**src/rtl/tx_mux_pkg.sv**
```systemverilog
// Purpose : shared types and helpers for the tx_arb_mux frame-aware transmit mux.
// Latency : n/a (types, constants and a combinational helper only).
// Backpr. : n/a.
// Contents: FSM state encoding (IDLE/BUSY) and a one-hot to index conversion.
package tx_mux_pkg;

  localparam logic IDLE_ENC = 1'b0;
  localparam logic BUSY_ENC = 1'b1;

  typedef enum logic {
    ST_IDLE = IDLE_ENC,
    ST_BUSY = BUSY_ENC
  } state_t;

  // Widest one-hot vector oh_to_idx accepts; callers zero-extend into it.
  localparam int OH_MAX_W = 32;

  // Index of the set bit of a one-hot vector (0 when the vector is empty).
  function automatic int oh_to_idx(input logic [OH_MAX_W-1:0] oh);
    int idx;
    idx = 0;
    for (int i = 0; i < OH_MAX_W; i++) begin
      if (oh[i]) idx = i;
    end
    return idx;
  endfunction

endpackage

```
**src/rtl/tx_arb_mux_rr_arbiter.sv**
```systemverilog
// Purpose : combinational arbiter, one-hot grant to the first requester found
//           searching upward (modulo N) from ptr.
// Latency : 0 cycles (pure combinational).
// Backpr. : none; the caller decides when to sample the grant.
// Ports   : req  [N-1:0]  request vector
//           ptr  [PW-1:0] search start index (must be < N)
//           gnt  [N-1:0]  one-hot grant, all zero when req is zero
// Build   : TX_ARB_MUX_FIXED_PRIO_EN defined -> lowest requesting index wins, ptr ignored.
module rr_arbiter #(
  parameter int N  = 5,
  parameter int PW = 3
) (
  input  logic [N-1:0]  req,
  input  logic [PW-1:0] ptr,
  output logic [N-1:0]  gnt
);

`ifdef TX_ARB_MUX_FIXED_PRIO_EN

  logic unused_ptr;
  assign unused_ptr = ^ptr;

  // Isolate the lowest set bit.
  assign gnt = req & (~req + N'(1));

`else

  logic [2*N-1:0] req_dbl;
  logic [N-1:0]   req_rot;
  logic [N-1:0]   pick_rot;
  logic [2*N-1:0] pick_dbl;
  logic           unused_bits;

  // Rotate so that index ptr sits at bit 0, take the lowest set bit, then
  // rotate the pick back into place.
  assign req_dbl  = {req, req} >> ptr;
  assign req_rot  = req_dbl[N-1:0];
  assign pick_rot = req_rot & (~req_rot + N'(1));
  assign pick_dbl = {pick_rot, pick_rot} << ptr;
  assign gnt      = pick_dbl[2*N-1:N];

  assign unused_bits = ^{req_dbl[2*N-1:N], pick_dbl[N-1:0]};

`endif

endmodule

```
**src/rtl/tx_arb_mux.sv**
```systemverilog
// Purpose : merges NUM_SW_INST valid/last frame streams onto one output,
//           locking the grant for a whole frame (round-robin between frames).
// Latency : 1 cycle input beat to registered output; first beat of a frame
//           appears 2 cycles after in_valid is seen in IDLE.
// Backpr. : out_ready low stalls the output register and drops in_ready of
//           the granted channel; nothing is lost or duplicated.
// Ports   : clk/rst (sync, active-high), in_valid/in_last/in_data/in_ready per
//           channel, out_valid/out_last/out_data/out_src/out_ready, grant (one-hot).
// Build   : TX_ARB_MUX_FIXED_PRIO_EN selects fixed priority (lowest index wins).
module tx_arb_mux
  import tx_mux_pkg::*;
#(
  parameter int NUM_SW_INST = 5,
  parameter int FRAME_WIDTH = 32,
  parameter int SRC_W       = $clog2(NUM_SW_INST)
) (
  input  logic                               clk,
  input  logic                               rst,
  input  logic [NUM_SW_INST-1:0]             in_valid,
  input  logic [NUM_SW_INST-1:0]             in_last,
  input  logic [FRAME_WIDTH*NUM_SW_INST-1:0] in_data,
  output logic [NUM_SW_INST-1:0]             in_ready,
  output logic                               out_valid,
  output logic                               out_last,
  output logic [FRAME_WIDTH-1:0]             out_data,
  output logic [SRC_W-1:0]                   out_src,
  input  logic                               out_ready,
  output logic [NUM_SW_INST-1:0]             grant
);

  state_t                  state_q, state_d;
  logic [NUM_SW_INST-1:0]  grant_q, grant_d;
  logic [SRC_W-1:0]        ptr_q, ptr_d;
  logic [NUM_SW_INST-1:0]  arb_gnt;

  logic                    out_valid_q;
  logic                    out_last_q;
  logic [FRAME_WIDTH-1:0]  out_data_q;
  logic [SRC_W-1:0]        out_src_q;

  logic [SRC_W-1:0]        sel;
  logic [FRAME_WIDTH-1:0]  sel_data;
  logic                    sel_last;
  logic                    sel_valid;
  logic                    out_free;
  logic                    accept;

  rr_arbiter #(
    .N  (NUM_SW_INST),
    .PW (SRC_W)
  ) u_arb (
    .req (in_valid),
    .ptr (ptr_q),
    .gnt (arb_gnt)
  );

  // Beat mux driven straight from the one-hot grant register.
  always_comb begin
    sel_data = '0;
    for (int i = 0; i < NUM_SW_INST; i++) begin
      if (grant_q[i]) sel_data = sel_data | in_data[i*FRAME_WIDTH +: FRAME_WIDTH];
    end
  end

  assign sel       = SRC_W'(oh_to_idx(OH_MAX_W'(grant_q)));
  assign sel_last  = |(grant_q & in_last);
  assign sel_valid = |(grant_q & in_valid);

  // Output register can take a beat when empty or draining this cycle.
  assign out_free = ~out_valid_q | out_ready;
  assign accept   = (state_q == ST_BUSY) & out_free & sel_valid;
  assign in_ready = ((state_q == ST_BUSY) && out_free) ? grant_q : '0;

  always_comb begin
    state_d = state_q;
    grant_d = grant_q;
    ptr_d   = ptr_q;
    case (state_q)
      ST_IDLE: begin
        if (|in_valid) begin
          grant_d = arb_gnt;
          state_d = ST_BUSY;
        end
      end
      ST_BUSY: begin
        if (accept && sel_last) begin
          grant_d = '0;
          state_d = ST_IDLE;
`ifdef TX_ARB_MUX_FIXED_PRIO_EN
          ptr_d   = '0;
`else
          // Next search starts just past the channel that finished.
          ptr_d   = (sel == SRC_W'(NUM_SW_INST - 1)) ? '0 : sel + SRC_W'(1);
`endif
        end
      end
      default: state_d = ST_IDLE;
    endcase
  end

  always_ff @(posedge clk) begin
    if (rst) begin
      state_q <= ST_IDLE;
      grant_q <= '0;
      ptr_q   <= '0;
    end else begin
      state_q <= state_d;
      grant_q <= grant_d;
      ptr_q   <= ptr_d;
    end
  end

  always_ff @(posedge clk) begin
    if (rst) begin
      out_valid_q <= 1'b0;
      out_last_q  <= 1'b0;
      out_data_q  <= '0;
      out_src_q   <= '0;
    end else if (accept) begin
      out_valid_q <= 1'b1;
      out_last_q  <= sel_last;
      out_data_q  <= sel_data;
      out_src_q   <= sel;
    end else if (out_ready) begin
      out_valid_q <= 1'b0;
    end
  end

  assign out_valid = out_valid_q;
  assign out_last  = out_last_q;
  assign out_data  = out_data_q;
  assign out_src   = out_src_q;
  assign grant     = grant_q;

endmodule

```
**config.mk**
```make
export PLATFORM = sky130hd
export DESIGN_NAME = tx_arb_mux
export DESIGN_NICKNAME = d
export VERILOG_FILES = /design/src/rtl/tx_mux_pkg.sv /design/src/rtl/tx_arb_mux_rr_arbiter.sv /design/src/rtl/tx_arb_mux.sv
export SDC_FILE = /design/constraint.sdc
export NUM_CORES = 1
export LEC_CHECK = 0
export ABC_AREA = 1
export BUFFER_PORTS_ARGS = -buffer_cell sky130_fd_sc_hd__buf_2
export CORE_MARGIN = 2
export CORE_UTILIZATION = 37
export CTS_CLUSTER_DIAMETER = 50
export DETAILED_ROUTE_END_ITERATION = 6
export PLACE_DENSITY = 0.85
export REMOVE_ABC_BUFFERS = 1
export SLEW_MARGIN = 20
export SYNTH_ARGS = -nofsm -noshare
export SYNTH_HDL_FRONTEND = slang
export SYNTH_SLANG_ARGS = --single-unit
export TNS_END_PERCENT = 30
```
**constraint.sdc**
```tcl
create_clock -name clk -period 1.8 [get_ports clk]
set_clock_uncertainty 0.2 [all_clocks]
set_input_delay 0.18 -clock clk [delete_from_list [all_inputs] [get_ports clk]]
set_output_delay 0.18 -clock clk [all_outputs]
set_load 0.03 [all_outputs]
```
==> summary.md, run 1 <==
| Metric | Value |
|---|---|
| Pwr/cell area | 635 nW/um2 |
| CP startpoint kind | flip-flop |
| Syn Std Cell Area | 3070 um2 |
| Endpoint class of the critical path | flip-flop |
| N_diodes | 0 |
| Final Critical Period | 1.89 ns |
| Place WS | -0.0557 ns |
| Maximum clock frequency | 528 MHz |
| Maxcap violations | 0 |
| PortBufs | 219 |
| Pin count of the biggest net entering global routing | 47 |
| CORE AREA | 8130 um2 |
| Routed wire per std cell | 16.7 um |
| H-tree levels | 2 |
| Fin. max-slew vios | 0 |
| Layout cells sized above 1 | 0.465 |
| Fin nets | 840 |
| Most frequent cells in the layout | buf_2, nand2_1, dfxtp_1 |
| CTS tree | yes |
| Prevailing post-synth register cell | dfxtp_1 |
| Fillers | 715 |
| Finish-stage setup viols | 11 |
| Headroom to the max-slew limit | 0.677 |
| Crit path kind | reg -> reg |
| TritonCTS sink count | 46 |
| Final Cycle Share | 1.05 |
| Failing checks | negative setup slack |
| Final Cell Area | 4950 um2 |
| CTS Buf Count | 5 |
| Drt total wl | 12900 um |
| Crit path required time | 1.84 ns |
| Area share of the largest cell type after synthesis | 0.300 |
| RSZ-0062 raised after global routing | yes |
| Area delta synth->final | 61.4% |
| Initial antenna violation count | 0 |
| Leakage Power | 2.32 nW |
| Crit path max fanout | 6 |
| Setup ws final | -0.0940 ns |
| Actual slew at the worst max-slew pin | 0.478 ns |
| Vias in the first global route | 3909 |
| Largest area contributor in the netlist | dfxtp_1 |
| Post-synth EDFFs | 0 |
| Asr flop ratio synth | 0 |
| Starting Density | 0.377 |
| Clk root buf | clkbuf_8 |
| Placed inst area | 4320 um2 |
| Outcome | complete, but fails checks |
| Hold Path Class | in -> reg |
| Sequential area share after synthesis | 0.300 |
| Hold Vio Cnt, Final | 0 |
| Commonest non-fill, non-tap cell in the layout | buf_2 |
| HPWL Detailed | 8810 um |
| Post-route DRC | 0 |
| Clk buf depth | 2 |
| Drt first pass iters | 5 |
| Total gr overflow | 0 |
| Die height | 95.1 um |
| Vias/cell | 5.51 |
| Synth Instances | 417 |
| Synth Register Bits | 46 |
| Worst-path clk slew | 0.09 ns |
| Die width | 95.1 um |
| RePlAce Congestion | 0.869 |
| Syn avg cell area | 7.36 um2 |
| Total GRT Usage | 0.254 |
| Worst skew pair latency | 0.30 ns |
| Distinct cells, synth | 28 |
| Synth area leaders | dfxtp_1, nand2_1, a221oi_1 |
| Synth Warn # | 0 |
| # IOs | 220 |
| Die area | 9040 um2 |
| First-pass GRT wire length | 18100 um |
| Critical path arrival | 1.94 ns |
| Rows | 33 |
| DR vias | 4256 |
| Routed Antenna Nets | 0 |
| Iter 0 DRT Violations | 159 |
| Peak supply drop | 0.368 mV |
==> critical path: stages (launching register included) <==
cell	delay, ns
dfxtp_4	0.37
buf_8	0.14
nand2_4	0.06
nand3_2	0.10
nand3_2	0.09
nand2_2	0.08
nor2_4	0.18
nand4_1	0.15
nand2_1	0.09
nand2_1	0.07
nand3_1	0.08
nand3_1	0.08
a21oi_1	0.14
==> routing by layer <==
| layer | vias up | routed length, um | track usage |
|---|---|---|---|
| met2 | 229 | 6540 | 0.465 |
| met5 | - | 0 | 0 |
| li1 | 2032 | - | - |
| met3 | 32 | 1070 | 0.0443 |
| met4 | 0 | 386 | 0.0978 |
| met1 | 1963 | 4870 | 0.291 |
==> report_power, final <==
| part | switching (mW) | internal, mW | leakage (nW) | total (mW) |
|---|---|---|---|---|
| Clock | 0.370 | 0.309 | 0.0472 | 0.680 |
| Combinational | 0.749 | 0.565 | 1.90 | 1.31 |
| Sequential | 0.0501 | 1.10 | 0.375 | 1.15 |
| Total | 1.17 | 1.98 | 2.32 | 3.15 |
==> final timing paths <==
check	startpoint	to	slack (ns)	depth (start not counted)
max	ptr_q[0]$_SDFFE_PP0P_	grant[3]$_SDFFE_PP0P_	-0.09	12
min	in_data[144]	out_data[16]$_SDFFE_PP0P_	0.08	3
max reg2reg	ptr_q[0]$_SDFFE_PP0P_	grant[3]$_SDFFE_PP0P_	-0.09	12
min reg2reg	out_last$_SDFFE_PP0P_	out_last$_SDFFE_PP0P_	0.27	2
==> logic make-up (layout without fill, tap and decap cells) <==
logic type / Yosys count / after routing / synth area share
compound gates: 121 / 121 / 0.328
fa+ha+maj: 1 / 1 / 0.00408
buf+inv: 56 / 306 / 0.0893
flops: 46 / 46 / 0.300
simple gates: 193 / 193 / 0.278
==> layout make-up <==
cell class	instances	area, um2	share of cell area
clock inverter	2	12.5	0.00253
inverter	18	75.1	0.0152
clock buffer	6	82.6	0.0167
tap	105	131	0.0265
sequential	46	925	0.187
multi-input combinational	315	2000	0.403
timing repair buffer	280	1730	0.349
==> cells in the mapped netlist, drive strengths merged (2+ instances only) <==
cell type / n
buf: 19
o21ai: 2
inv: 18
a211oi: 2
nand4: 3
a22o: 32
clkbuf: 19
nand2: 113
a221oi: 32
nor2: 48
a21oi: 19
dfxtp: 46
a311oi: 32
nand3: 28
==> flip-flops by register name, indices dropped and copies added (netlist names) <==
signal     count
out_last       1
state_q        1
ptr_q          3
out_valid      1
out_src        3
out_data      32
grant          5
==> metrics by stage <==
step           hold slack (ns)  cells  TNS, ns  total power, mW  utilization
2_1_floorplan           0.0424    379   -36.98             1.85            -
3_3_place_gp             0.253    729  -0.0348             2.32        0.531
3_5_place_dp             0.262    729   -0.160             2.35        0.531
4_1_cts                 0.0783    770  -0.0347             3.10        0.587
5_1_grt                 0.0857    772    -4.00             3.33        0.609
6_report                0.0832    772   -0.359             3.15        0.609
==> timing repair <==
item / 4_1_cts / 5_1_grt
setup buffers: 0 / 0
hold buffers: 33 / 0
pin swaps: 7 / 18
gates resized for setup: 9 / 36
gates cloned: 0 / 2
setup endpoints to repair: 6 / 48
endpoints found under the hold margin: 33 / 0
(Power assumes the default switching activity.)
==> run 2, diff against run 1 <==
Settings changed: CORE_UTILIZATION 37 to 45, PLACE_DENSITY 0.85 to 0.95.
Clock period 1.8 ns to 2.2 ns, I/O delays scaled along.
==> run 2 against run 1 <==
Effect of this change:
- the run now ends clean
- sequential power down 18%
- first-iteration DRC count up 64%
- setup slack better by 0.28 ns
- total power down 21%
- non-clock buffer count down 27
- clock power down 16%
- combinational power down 25%
- sequential share of layout area up 2.0 points
- flip-flop and latch count unchanged
- via count down 0.42%
- critical path type is now in -> reg
- critical endpoint is now out_data[10]$_SDFFE_PP0P_
==> summary.md, run 2 (synthesized netlist as in run 1, its figures left out) <==
| Metric | Value |
|---|---|
| Outcome | complete, no violations |
| CORE AREA | 6680 um2 (-18%) |
| Rows | 30 (-9.1%) |
| Starting Density | 0.459 (+0.0820) |
| Worst R2R Path Depth | 7 (-5) |
| Final Util | 0.669 (+0.0603) |
| Hold depth | 3 (unchanged) |
| H-tree levels | 2 (unchanged) |
| Pin count of the biggest net entering global routing | 47 (unchanged) |
| Layout cells sized above 1 | 0.433 (-0.0320) |
| Hold path startpoint | in_data[101] |
| Worst-path clk slew | 0.10 ns (about the same) |
| Headroom to the max-slew limit | 0.692 (+0.0153) |
| Total GRT Usage | 0.301 (+0.0469) |
| Crit path required time | 2.20 ns (+0.36 ns) |
| Initial antenna violation count | 0 (unchanged) |
| CP startpoint kind | primary input |
| Vias in the first global route | 3885 (-0.61%) |
| Commonest non-fill, non-tap cell in the layout | buf_2 |
| RSZ-0062 raised after global routing | no |
| Worst hold slack | 0.00727 ns (-0.0759 ns) |
| DR vias | 4238 (-0.42%) |
| Die width | 86.6 um (-8.9%) |
| Clk root buf | clkbuf_8 |
| Final Critical Period | 2.02 ns |
| Finish-stage setup viols | 0 (-11) |
| CTS Buf Count | 5 (unchanged) |
| Fillers | 553 (-23%) |
| Final Cycle Share | 0.916 |
| Fin. max-slew vios | 0 (unchanged) |
| Die area | 7490 um2 (-17%) |
| Crit path max fanout | 38 (+32) |
| Worst skew pair latency | 0.30 ns (about the same) |
| Setup ws final | 0.185 ns (+0.279 ns) |
| RePlAce Congestion | 0.974 (+12%) |
| Maximum clock frequency | 496 MHz |
| Fin cells | 720 (-6.7%) |
| First-pass GRT wire length | 18000 um (-0.23%) |
| Critical R2R Capture | out_data[10]$_SDFFE_PP0P_ |
| Area delta synth->final | 45.7% |
| Endpoint class of the critical path | flip-flop |
| Crit path kind | in -> reg |
| Total gr overflow | 0 (unchanged) |
| PortBufs | 219 (unchanged) |
| Critical path arrival | 2.01 ns (+0.07 ns) |
| Most frequent cells in the layout | buf_2, nand2_1, dfxtp_1 |
| Routed Antenna Nets | 0 (unchanged) |
| DP Cell Count | 694 (-4.8%) |
| Fin nets | 813 (-3.2%) |
| Drt first pass iters | 5 (unchanged) |
| Leakage Power | 2.13 nW (-8.1%) |
| Peak supply drop | 0.421 mV (+15%) |
| R2R Path Start | grant[3]$_SDFFE_PP0P_ |
| Vias/cell | 5.89 (+6.8%) |
| # IOs | 220 (unchanged) |
| Actual slew at the worst max-slew pin | 0.461 ns (-0.0174 ns) |
| R2r setup slk | 0.20 ns (+0.29 ns) |
| Hold Path Class | in -> reg |
| Place WS | 0.246 ns (+0.302 ns) |
| Clk buf depth | 2 (unchanged) |
| Iter 0 DRT Violations | 261 (+64%) |
| TritonCTS sink count | 46 (unchanged) |
| Maxcap violations | 0 (unchanged) |
| Routed wire per std cell | 16.8 um (+0.93%) |
| CTS tree | yes |
| Drt total wl | 12100 um (-5.9%) |
| Pwr/cell area | 558 nW/um2 (-12%) |
| N_diodes | 0 (unchanged) |
| Post-route DRC | 0 (unchanged) |
| Number of post-CTS setup repair buffers | 0 (unchanged) |
| Largest register FFs | 32 (unchanged) |
| Die height | 86.6 um (-8.9%) |
| Hold Vio Cnt, Final | 0 (unchanged) |
| Hold EP | out_data[5]$_SDFFE_PP0P_ |
| HPWL Detailed | 8650 um (-1.9%) |
[run 2: layout make-up]
cell class / instances / area [um2] / area share
clock inverters: 2 / 16.3 / 0.00364
well taps: 80 / 100 / 0.0224
multi-input cells: 315 / 1870 / 0.419
repair buffers: 253 / 1410 / 0.315
inverters: 18 / 67.6 / 0.0151
clock buffers: 6 / 82.6 / 0.0185
flip-flops and latches: 46 / 922 / 0.206
[run 2: worst max-delay path, cell delays in order]
cell	delay, ns
dlygate4sd3_1	0.51
buf_2	0.10
inv_1	0.03
nand2_1	0.07
nand2_1	0.12
inv_1	0.09
nand2_2	0.11
inv_2	0.08
buf_4	0.33
nor2_1	0.09
a311oi_1	0.25
[run 2: worst max-delay path by stage]
stage	cells after the start	endpoint	slack [ns]	start
2_1_floorplan	8	out_data[0]$_SDFFE_PP0P_	-0.48	grant[2]$_SDFFE_PP0P_
5_1_grt	13	grant[4]$_SDFFE_PP0P_	0.04	ptr_q[0]$_SDFFE_PP0P_
3_3_place_gp	13	grant[4]$_SDFFE_PP0P_	0.33	ptr_q[1]$_SDFFE_PP0P_
3_5_place_dp	13	grant[4]$_SDFFE_PP0P_	0.25	ptr_q[1]$_SDFFE_PP0P_
4_1_cts	2	grant[3]	0.21	grant[3]$_SDFFE_PP0P_
6_report	11	out_data[10]$_SDFFE_PP0P_	0.18	out_ready
[run 2: power by group]
group          internal (mW)  switching, mW  total (mW)
clock                  0.259          0.309       0.568
combinational          0.400          0.582       0.982
sequential             0.903         0.0425       0.946
[run 2: metal layers]
layer / GRT usage / vias to the layer above / part of all wire
met5: 0 / - / 0
met4: 0.0994 / 0 / 0.033
met3: 0.0552 / 42 / 0.095
met2: 0.534 / 298 / 0.48
met1: 0.365 / 1927 / 0.39
li1: - / 1971 / -
[run 2: what timing repair did]
action                     CTS  global route
hold buffers                18             0
resized for setup            0             1
hold endpoints to repair    18             0
setup endpoints to repair    0             1
[run 2: per-stage QoR]
step	power (mW)	TNS (ns)	area [um2]
3_5_place_dp	1.90	0	4190
6_report	2.50	0	4470
4_1_cts	2.48	0	4470
5_1_grt	2.62	0	4470
2_1_floorplan	1.51	-17.62	2860
3_3_place_gp	1.87	0	4190
==> run 3, diff against run 2 <==
Settings changed: MAX_ROUTING_LAYER set to met4.
==> run 3 against run 2 <==
Effect of this change:
- count of clock-buffer cells in the layout stayed put
- first-iteration DRC count fell by 16%
- critical path depth did not move
- flip-flop and latch count stayed put
- global-route usage is 1.2 points higher
- worst hold slack about the same
- maximum frequency is 1.8% lower
- setup slack got worse by 0.036 ns
- cell count increased by 0.56%
- sequential share of layout area is 0.21 points lower
==> summary.md, run 3 (synthesized netlist as in run 1, its figures left out) <==
| Metric | Value |
|---|---|
| Outcome | complete, no violations |
| Area delta synth->final | 47.2% |
| Final Util | 0.676 (+0.00693) |
| Drt first pass iters | 5 (unchanged) |
| Initial antenna violation count | 0 (unchanged) |
| DR vias | 4187 (-1.2%) |
| Iter 0 DRT Violations | 219 (-16%) |
| Vias/cell | 5.78 (-1.7%) |
| TritonCTS sink count | 46 (unchanged) |
| Worst-path clk slew | 0.09 ns (about the same) |
| Crit path required time | 2.19 ns (about the same) |
| CTS tree | yes |
| Fin cells | 724 (+0.56%) |
| RePlAce Congestion | 0.967 (-0.69%) |
| Most frequent cells in the layout | buf_2, nand2_1, dfxtp_1 |
| Endpoint class of the critical path | flip-flop |
| Crit path max fanout | 64 (+68%) |
| Maxcap violations | 0 (unchanged) |
| Routed Antenna Nets | 0 (unchanged) |
| Pwr/cell area | 542 nW/um2 (-2.9%) |
| CP peak stage delay | 0.52 ns (about the same) |
| Total GRT Usage | 0.313 (+0.0120) |
| Worst R2R Path Depth | 9 (+2) |
| Hold Vio Cnt, Final | 0 (unchanged) |
| Slowest CP cell | dlygate4sd3_1 |
| Clk buf depth | 2 (unchanged) |
| Peak supply drop | 0.297 mV (-29%) |
| Total gr overflow | 0 (unchanged) |
| Fin. max-slew vios | 0 (unchanged) |
| Fin nets | 818 (+0.62%) |
| Headroom to the max-slew limit | 0.671 (-0.0213) |
| Commonest non-fill, non-tap cell in the layout | buf_2 |
| N_diodes | 0 (unchanged) |
| Clk root buf | clkbuf_8 |
| CP startpoint kind | primary input |
| R2r setup slk | 0.15 ns (-0.05 ns) |
| Largest register FFs | 32 (unchanged) |
| DP Cell Count | 693 (-0.14%) |
| RSZ-0062 raised after global routing | no |
| Multi-input logic area | 1870 um2 (unchanged) |
| Fillers | 517 (-6.5%) |
| Critical path arrival | 2.04 ns (+0.03 ns) |
| Post-route DRC | 0 (unchanged) |
| CORE AREA | 6680 um2 (unchanged) |
| Routed wire per std cell | 16.7 um (-0.56%) |
| PortBufs | 219 (unchanged) |
| Drt total wl | 12100 um (about the same) |
| Finish-stage setup viols | 0 (unchanged) |
| Layout cells sized above 1 | 0.425 (-0.00735) |
| Rows | 30 (unchanged) |
| First-pass GRT wire length | 18200 um (+0.80%) |
| Maximum clock frequency | 487 MHz (-1.8%) |
| # IOs | 220 (unchanged) |
| Starting Density | 0.459 (unchanged) |
| Die width | 86.6 um (unchanged) |
| Worst hold slack | 0.00722 ns (-0.0000461 ns) |
| Final Cycle Share | 0.933 (+0.0166) |
| Worst skew pair latency | 0.30 ns (about the same) |
| CTS Buf Count | 5 (unchanged) |
| Die area | 7490 um2 (unchanged) |
| Register area | 922 um2 (unchanged) |
| Hold Path Class | in -> reg |
| Leakage Power | 2.14 nW (+0.51%) |
| Die height | 86.6 um (unchanged) |
| Number of post-CTS setup repair buffers | 0 (unchanged) |
| Crit path kind | in -> reg |
| H-tree levels | 2 (unchanged) |
| Hold depth | 3 (unchanged) |
| HPWL Detailed | 8640 um (-0.15%) |
| Pin count of the biggest net entering global routing | 65 (+38%) |
| Final Critical Period | 2.05 ns (+0.0365 ns) |
| Actual slew at the worst max-slew pin | 0.494 ns (+0.0326 ns) |
| Crit-path cells | dlygate4sd3_1 -> buf_2 -> inv_1 -> nand2_1 -> nand2_1 -> inv_1 -> nand2_2 -> inv_2 -> buf_12 -> nor2_1 -> a311oi_1 |
| Vias in the first global route | 3996 (+2.9%) |
## run 3: cell types whose count changed in the layout (fill, tap and decap cells not counted)
| cell | change |
|---|---|
| buf_12 | +1 |
| inv_6 | -1 |
| buf_4 | -2 |
| clkbuf_1 | +1 |
| dlygate4sd3_1 | +6 |
| clkbuf_8 | -1 |
## run 3: path summary, 6_finish.rpt
kind | from | end
worst max-delay path | out_ready | out_data[0]$_SDFFE_PP0P_
worst min-delay path | in_data[102] | out_data[6]$_SDFFE_PP0P_
worst max register to register | grant[4]$_SDFFE_PP0P_ | out_data[0]$_SDFFE_PP0P_
worst min register to register | out_src[0]$_SDFFE_PP0P_ | out_src[0]$_SDFFE_PP0P_
## run 3: per-layer routing
layer,share of wire,global-route usage,up-vias
met3,0.096,0.0695,45
met4,0.032,0.141,0
li1,-,-,1980
met5,0,-,-
met2,0.48,0.511,275
met1,0.39,0.367,1887
## run 3: where the power goes
group	internal, mW	leakage, nW	switching [mW]	total, mW
registers	0.903	0.375	0.0410	0.944
clock network	0.219	0.0373	0.295	0.514
logic	0.409	1.73	0.582	0.990
## run 3: what timing repair did
action	in CTS	in global routing
hold buffers	24	0
resized for setup	0	1
endpoints found under the setup margin	0	2
hold endpoints to repair	24	0
## run 3: stage by stage
step / power [mW] / setup WS (ns) / TNS [ns] / cell area (um2)
floorplan: 1.51 / -0.478 / -17.62 / 2860
global placement: 1.87 / 0.292 / 0 / 4200
finish: 2.45 / 0.148 / 0 / 4520
detailed placement: 1.90 / 0.221 / 0 / 4200
CTS: 2.44 / 0.199 / 0 / 4520
global route: 2.58 / 0.0176 / 0 / 4520
## run 3: critical path: cells and delay by family
family	cells	cell delay [ns]
compound gates	1	0.28
simple gates	4	0.37
buf+inv	6	1.15
## run 3: cell type report
| type | count | share of cell area |
|---|---|---|
| sequential | 46 | 0.204 |
| inverter | 18 | 0.0150 |
| clock buffer | 6 | 0.0161 |
| clock inverter | 1 | 0.00166 |
| timing repair buffer | 258 | 0.326 |
| multi-input combinational | 315 | 0.415 |
| tap | 80 | 0.0222 |
